## config.mk

```make
export PLATFORM = sky130hd
export DESIGN_NAME = logicnets_lut_layer
export DESIGN_NICKNAME = d
export VERILOG_FILES = /design/src/rtl/logicnets_pkg.sv /design/src/rtl/lut_neuron_table.sv /design/src/rtl/logicnets_lut_layer.sv
export SDC_FILE = /design/constraint.sdc
export NUM_CORES = 2
export LEC_CHECK = 0
export CAP_MARGIN = 30
export CORE_ASPECT_RATIO = 2
export CORE_MARGIN = 3
export CORE_UTILIZATION = 45
export DETAILED_ROUTE_END_ITERATION = 10
export SLEW_MARGIN = 20
export SYNTH_ARGS = -nofsm -noshare
export SYNTH_HDL_FRONTEND = slang
export SYNTH_SLANG_ARGS = --single-unit
```

## constraint.sdc

```tcl
create_clock -name clk -period 2.4 [get_ports clk]
set_input_delay 0.36 -clock clk [delete_from_list [all_inputs] [get_ports clk]]
set_output_delay 0.36 -clock clk [all_outputs]
set_load 0.005 [all_outputs]
```

## src/rtl/logicnets_pkg.sv

```systemverilog
// Shared definitions for the LogicNets LUT layer.
// Holds the default layer geometry and a clog2 helper that sizes the
// neuron-select field of the configuration port.
package logicnets_pkg;

  localparam int DEFAULT_NUM_NEURONS = 8;
  localparam int DEFAULT_FAN_IN      = 8;
  localparam int DEFAULT_OUT_BITS    = 1;

  // Ceiling log2, never below 1 so a single-neuron layer still has a
  // one-bit neuron select instead of a zero-width port.
  function automatic int clog2(input int value);
    int r;
    r = 1;
    for (int i = 1; i < 31; i++) begin
      if ((1 << i) < value) r = i + 1;
    end
    return r;
  endfunction

endpackage

```

## src/rtl/lut_neuron_table.sv

```systemverilog
// One neuron's truth table: 2**FAN_IN entries of OUT_BITS each.
// Ports:
//   clk, rst    - clock, synchronous active-high reset (zeroes all entries)
//   we          - write strobe (already qualified by the layer)
//   waddr/wdata - entry to write and its value
//   raddr/rdata - combinational lookup port
module lut_neuron_table
  import logicnets_pkg::*;
#(
  parameter int FAN_IN   = DEFAULT_FAN_IN,
  parameter int OUT_BITS = DEFAULT_OUT_BITS
) (
  input  logic                clk,
  input  logic                rst,
  input  logic                we,
  input  logic [FAN_IN-1:0]   waddr,
  input  logic [OUT_BITS-1:0] wdata,
  input  logic [FAN_IN-1:0]   raddr,
  output logic [OUT_BITS-1:0] rdata
);

  localparam int DEPTH = 1 << FAN_IN;

  logic [OUT_BITS-1:0] mem [DEPTH];

  always_ff @(posedge clk) begin
    if (rst) begin
      for (int i = 0; i < DEPTH; i++) mem[i] <= '0;
    end else if (we) begin
      mem[waddr] <= wdata;
    end
  end

  assign rdata = mem[raddr];

endmodule

```

## src/rtl/logicnets_lut_layer.sv

```systemverilog
// A layer of LUT neurons with a single registered output stage.
// Ports:
//   clk, rst                - clock, synchronous active-high reset
//   in_data/in_valid/in_ready    - input stream; neuron n address in
//                                  in_data[n*FAN_IN +: FAN_IN]
//   out_data/out_valid/out_ready - output stream; neuron n result in
//                                  out_data[n*OUT_BITS +: OUT_BITS]
//   cfg_we/cfg_neuron/cfg_addr/cfg_data/cfg_ready - truth table write port
//   infer_count             - completed output transfers, wraps at 2**32
//
// Handshake: a transfer happens on a rising edge where valid and ready are
// both high. The producer holds valid and data stable until that edge;
// ready may depend combinationally on the consumer side and on cfg_we.
// Table writes are accepted only while the output stage is empty, so a
// lookup already held in out_data never mixes old and new table contents.
module logicnets_lut_layer
  import logicnets_pkg::*;
#(
  parameter int NUM_NEURONS = DEFAULT_NUM_NEURONS,
  parameter int FAN_IN      = DEFAULT_FAN_IN,
  parameter int OUT_BITS    = DEFAULT_OUT_BITS
) (
  input  logic                            clk,
  input  logic                            rst,
  input  logic [NUM_NEURONS*FAN_IN-1:0]   in_data,
  input  logic                            in_valid,
  output logic                            in_ready,
  output logic [NUM_NEURONS*OUT_BITS-1:0] out_data,
  output logic                            out_valid,
  input  logic                            out_ready,
  input  logic                            cfg_we,
  input  logic [clog2(NUM_NEURONS)-1:0]   cfg_neuron,
  input  logic [FAN_IN-1:0]               cfg_addr,
  input  logic [OUT_BITS-1:0]             cfg_data,
  output logic                            cfg_ready,
  output logic [31:0]                     infer_count
);

  localparam int NW = clog2(NUM_NEURONS);

  logic                            in_fire;
  logic                            out_fire;
  logic                            cfg_fire;
  logic [NUM_NEURONS*OUT_BITS-1:0] lookup;

  // A pending write takes the cycle; the input waits.
  assign in_ready  = (!out_valid || out_ready) && !cfg_we;
  assign cfg_ready = !out_valid;
  assign in_fire   = in_valid && in_ready;
  assign out_fire  = out_valid && out_ready;
  assign cfg_fire  = cfg_we && cfg_ready;

  for (genvar n = 0; n < NUM_NEURONS; n++) begin : g_neuron
    logic we_n;
    // Out-of-range neuron selects match no table and are dropped.
    assign we_n = cfg_fire && (cfg_neuron == NW'(n));

    lut_neuron_table #(
      .FAN_IN  (FAN_IN),
      .OUT_BITS(OUT_BITS)
    ) u_table (
      .clk  (clk),
      .rst  (rst),
      .we   (we_n),
      .waddr(cfg_addr),
      .wdata(cfg_data),
      .raddr(in_data[n*FAN_IN +: FAN_IN]),
      .rdata(lookup[n*OUT_BITS +: OUT_BITS])
    );
  end

  always_ff @(posedge clk) begin
    if (rst) begin
      out_valid   <= 1'b0;
      out_data    <= '0;
      infer_count <= '0;
    end else begin
      if (in_fire) begin
        out_valid <= 1'b1;
        out_data  <= lookup;
      end else if (out_fire) begin
        out_valid <= 1'b0;
      end
      if (out_fire) infer_count <= infer_count + 32'd1;
    end
  end

endmodule
```

# [Word-level counts from Yosys, hierarchy flattened]
# Memory sizes are Yosys's and may differ from the RTL's. A register that Yosys moved wholly into a read port is not among the register bits.
# Index checks and enable logic that the tools add are counted.
[word_totals] reg_bits=33 word_cells=95 inputBits=81 output_inout_bits=43 mem_bits_rw=2048 memories=8
[mem_list] name="g_neuron[0].u_table.mem" words=256 width=1 rd=1 rd_clocked_by_memory_dff=1 wr=256 line_no="lut_neuron_table.sv:24" text="logic [OUT_BITS-1:0] mem [DEPTH];"
[mem_list] name="g_neuron[1].u_table.mem" words=256 width=1 rd=1 rd_clocked_by_memory_dff=1 wr=256 line_no="lut_neuron_table.sv:24"
[mem_list] name="g_neuron[2].u_table.mem" words=256 width=1 rd=1 rd_clocked_by_memory_dff=1 wr=256 line_no="lut_neuron_table.sv:24"
[mem_list] name="g_neuron[3].u_table.mem" words=256 width=1 rd=1 rd_clocked_by_memory_dff=1 wr=256 line_no="lut_neuron_table.sv:24"
[mem_list] name="g_neuron[4].u_table.mem" words=256 width=1 rd=1 rd_clocked_by_memory_dff=1 wr=256 line_no="lut_neuron_table.sv:24"
[mem_list] name="g_neuron[5].u_table.mem" words=256 width=1 rd=1 rd_clocked_by_memory_dff=1 wr=256 line_no="lut_neuron_table.sv:24"
[mem_list] name="+2 memories"
[classes] eq_ne=7 n_reduce_logical=25 n_addsub=1 n_mux=52
[op_table] op="8-bit 2-to-1 mux" n=8
[op_table] op="1-bit 2-to-1 mux" n=44
[op_table] op="32-bit by 1-bit adder with 32-bit output, second input constant" n=1
[op_table] op="3-bit == test, second input constant" n=4
[op_table] op="1-bit logical AND" n=12
[op_table] op="1-bit OR reduction" n=8
[op_table] op="3-bit by 2-bit == test with 1-bit output, second input constant" n=2
[op_table] op="3-bit by 1-bit == test with 1-bit output, second input constant" n=1
[op_table] op="3-bit logical NOT" n=1
[op_table] op="1-bit logical NOT" n=2
[op_table] op="2-bit nonzero test" n=1
[op_table] op="1-bit logical OR" n=1

# [Logic depth before layout (Yosys ltp)]
[depth] word_depth=8 ltp_mapped=12 mapped_depth_nobuf=8

# [By module]
# Synthesis repeated with hierarchy kept, for this count alone.
[unflattened] cells_unflattened=9817 hier_area_um2=112256.4
[modules_own_cells] module="lut_neuron_table at g_neuron[1].u_table ..." cells_per_inst=1195 area_per_inst_um2=13797.0 instances=7
[modules_own_cells] module="lut_neuron_table at g_neuron[0].u_table" cells_per_inst=1222 area_per_inst_um2=13769.5 instances=1
[modules_own_cells] module="logicnets_lut_layer" cells_per_inst=230 area_per_inst_um2=1908.1 instances=1

# [Least setup slack after synthesis]
# OpenSTA, ideal clock, no wires.
[synth_timing] path_type="input port to flip-flop" start="in in_data[40]" end="reg out_data[5], read port of g_neuron[5].u_table.mem" setup_ps=122 n_path_buf=3 path_slack_ps=17 arrival_time_ps=2261 path_stages=9 required_time_ps=2278 path_cell_list="buf_6 > buf_6 > buf_2 > mux4_2 > o221ai_1 > o21ai_0 > a21oi_1 > a21oi_1 > a221o_1"
[synth_lines] item="start, declared" line_no="logicnets_lut_layer.sv:25" text="input logic [NUM_NEURONS*FAN_IN-1:0] in_data,"
[synth_lines] item="end, declared" line_no="logicnets_lut_layer.sv:28" text="output logic [NUM_NEURONS*OUT_BITS-1:0] out_data,"

==> impl_metrics.py <==
metrics = {
    "run_status": {
        "status": "complete, but fails checks",
        "violations": "setup timing",
    },
    "power": {
        "p_leak_nw": 44.4,
        "p_total_w": 0.0826,
        "peakVddDrop_mv": 0.539,
        "p_per_area_nw_per_um2": 621,
    },
    "setup_path": {
        "crit_end": "out_data[3]$_SDFFE_PP0P_",
        "critical_path_buf_inv_count": 3,
        "cp_slowest_cell": "nor2b_1",
        "required_ps": 3190,
        "r2r-start": "g_neuron[3].u_table.mem[96]$_SDFFCE_PN0P_",
        "critPathMaxFanout": 1,
        "path_class": "register to register",
        "crit-reg2reg-capture": "out_data[3]$_SDFFE_PP0P_",
        "cp_num_cells": 10,
        "crit_start": "g_neuron[3].u_table.mem[96]$_SDFFCE_PN0P_",
        "end_kind": "register",
        "crit_chain": "nor2b_1 -> a2111oi_1 -> clkdlybuf4s15_2 -> nor4_2 -> buf_4 -> o21ai_0 -> nand3_1 -> buf_12 -> o2111ai_2 -> o311ai_1",
        "max_stage_delay_ps": 450,
        "startpoint_type": "register",
        "cp_top_family": "simple AND/OR/NAND/NOR gates",
        "reg2reg_slack_ps": -280,
        "worstRegToRegCells": 10,
        "worstPathArrival_ps": 3470,
    },
    "place": {
        "place_congestion": 1.01,
        "hpwlAfterDp_um": 335000,
        "portBuffers": 123,
        "place_inst": 13000,
    },
    "floorplan": {
        "core-area_sq_um": 240000,
        "rows": 254,
        "die_x_um": 354,
        "die_y_um": 702,
        "start_util_pct": 45.4,
        "pin_count": 124,
        "die_area_sq_um": 248000,
    },
    "timing": {
        "clock_skew_ps": 47.5,
        "fin_crit_ps": 2680,
        "fmax_ghz": 0.373,
        "maxSlewViolCount": 0,
        "relSlewSlack_pct": 29.9,
        "fin_hold_ws_ps": 339,
        "tightest_slew_ps": 1050,
        "setup_viol": 6,
        "rsz0062_at_grt": "yes",
        "final-hold-violation-count": 0,
        "worst_slack_ps": -278,
        "period_share_pct": 112,
    },
    "final_layout": {
        "fin_util_pct": 55.4,
        "drive_above_1_share_pct": 23.6,
        "final_cells": 13400,
        "syn2layout_area_growth_pct": 22.1,
        "layout_commonest_cell": "nor2_1",
        "mostFrequentLayoutCells": "nor2_1 (2127), edfxtp_1 (2048), o21bai_1 (2030), buf_4 (1066), nand2_1 (431)",
        "final_net_count": 10100,
    },
    "cts": {
        "cts_tree": "done",
        "clk_latency_ps": 900,
        "clockBufferDepth": 4,
        "ctsRootBufferMaster": "clkbuf_16",
        "cts_max_level": 4,
        "cts_made_buffers": 199,
        "clk_pin_slew_ps": 70,
        "clock_sinks": 2089,
    },
    "routing": {
        "num_vias": 85300,
        "first_iter_violations": 10500,
        "wl_um": 462000,
        "vias_per_cell": 6.38,
        "detail-route-antenna-nets": 0,
        "remaining_drc_errors": 0,
        "wire_per_inst_um": 34.6,
        "drtPass1Iterations": 8,
    },
    "yosys": {
        "async_flop_share_pct": 0,
        "yosys_register_bits": 2089,
        "syn_nets": 9405,
        "syn_avg_cell_area_sq_um": 11.7,
        "synth-warning-count": 0,
        "yosysSeqAreaShare_pct": 57.2,
        "ys_types": 57,
        "synth_edf_count": 2048,
        "synth_cells": 9323,
        "synthFlopType": "edfxtp_1",
        "synthesis.area_sq_um": 109000,
    },
    "job": {
        "cap_violations": 0,
    },
    "global_route": {
        "antenna_found_initial": 38,
        "grt_max_degree": 210,
        "track_usage_pct": 36.6,
        "grt_pass1_wl_um": 638000,
        "grt_overflow": 0,
        "grt_pass1_vias": 83600,
    },
    "min_path": {
        "hold_class": "input pin to register",
    },
}
-- report_power, final --
part / internal, W / total (W) / switching (W)
registers: 0.0410 / 0.0414 / 0.000376
clock network: 0.0170 / 0.0318 / 0.0148
logic: 0.00392 / 0.00949 / 0.00557
total: 0.0620 / 0.0826 / 0.0207
-- registers in the layout, summed over array words and instances, names as in the netlist --
name                  count
infer_count              32
out_valid                 1
out_data                  8
g_neuron.u_table.mem   2048
-- final cells by class --
cell class / count / area [sq um]
Antenna cell: 27 / 67.6
Clock buffer: 241 / 5230
Clock inverter: 112 / 967
Fill cell: 19900 / 107000
Inverter: 43 / 164
Multi-Input combinational cell: 6021 / 42400
Sequential cell: 2089 / 62300
Tap cell: 3200 / 4000
Timing Repair Buffer: 1626 / 17900
-- metal layers --
metal  wire, um  vias to the layer above  track usage (%)
met5         65                        -                0
li1           -                    35400                -
met2     219000                     5080             59.6
met4      54800                       10             34.9
met1     146000                    43300             40.1
met3      41200                     1543             6.69
-- through the flow --
| step | worst slack (ps) | area, sq um | TNS, ps |
|---|---|---|---|
| global placement | -1970 | 126000 | -313830 |
| floorplan | 17.1 | 109000 | 0 |
| CTS | -311 | 132000 | -1110 |
| finish | -278 | 133000 | -1190 |
| global route | -320 | 133000 | -3090 |
| detailed placement | -1460 | 126000 | -350780 |
-- timing repair --
action,4_1_cts,5_1_grt
pin swaps,15,24
setup buffers,6,2
setup endpoints to repair,90,125
endpoints found under the hold margin,1,0
cloned,0,7
hold buffers,1,0
resized for setup,56,54
-- worst min-delay path by stage --
stage,start,to,cells after the start
floorplan,out_data[0]$_SDFFE_PP0P_,out_data[0]$_SDFFE_PP0P_,2
global placement,infer_count[16]$_SDFFE_PP0P_,infer_count[16]$_SDFFE_PP0P_,2
detailed placement,infer_count[31]$_SDFFE_PP0P_,infer_count[31]$_SDFFE_PP0P_,2
CTS,in_data[23],out_data[2]$_SDFFE_PP0P_,3
global route,in_data[23],out_data[2]$_SDFFE_PP0P_,3
finish,in_data[23],out_data[2]$_SDFFE_PP0P_,3
-- kinds of logic after synthesis --
logic type	after synthesis	share of synthesized area, %
XOR/XNOR	23	0.185
adder cells (fa/ha/maj)	1	0.0115
AO/OA/AOI/OAI	2465	16.9
multiplexers	694	10.8
buffers and inverters	1213	4.63
AND/OR/NAND/NOR	2838	10.3
flip-flops	2089	57.2
-- cell usage after synthesis, types with 12 or more instances --
master,number,area share (%)
a2111oi_0,23,0.18
a21oi_1,56,0.26
o311ai_0,12,0.096
xor2_1,18,0.14
buf_6,34,0.35
dfxtp_1,41,0.75
o221ai_1,72,0.58
buf_2,37,0.17
o21bai_1,2048,14
nand2_1,437,1.5
a22oi_1,24,0.17
nor3_1,80,0.37
nand4_1,14,0.080
mux2i_1,246,2.3
buf_4,50,0.34
nor4_1,21,0.12
mux2_2,69,0.71
nor2b_1,18,0.10
and3_1,16,0.092
o2111ai_1,16,0.13
mux4_2,379,7.8
nand2b_1,20,0.11
clkbuf_1,1000,3.4
inv_1,32,0.11
edfxtp_1,2048,56
nor2_1,2143,7.4
o22ai_1,73,0.42
a31oi_1,23,0.13
buf_1,49,0.17
a211oi_1,21,0.14
o21ai_0,34,0.16
nand3_1,44,0.20
and2_1,12,0.069
-- worst reg2reg max path: stages, from the launching register on --
cell	delay (ps)
edfxtp_1	320
nor2b_1	450
a2111oi_1	150
clkdlybuf4s15_2	300
nor4_2	380
buf_4	200
o21ai_0	160
nand3_1	240
buf_12	170
o2111ai_2	120
o311ai_1	110
No activity file was read; power rests on OpenSTA's default activity.
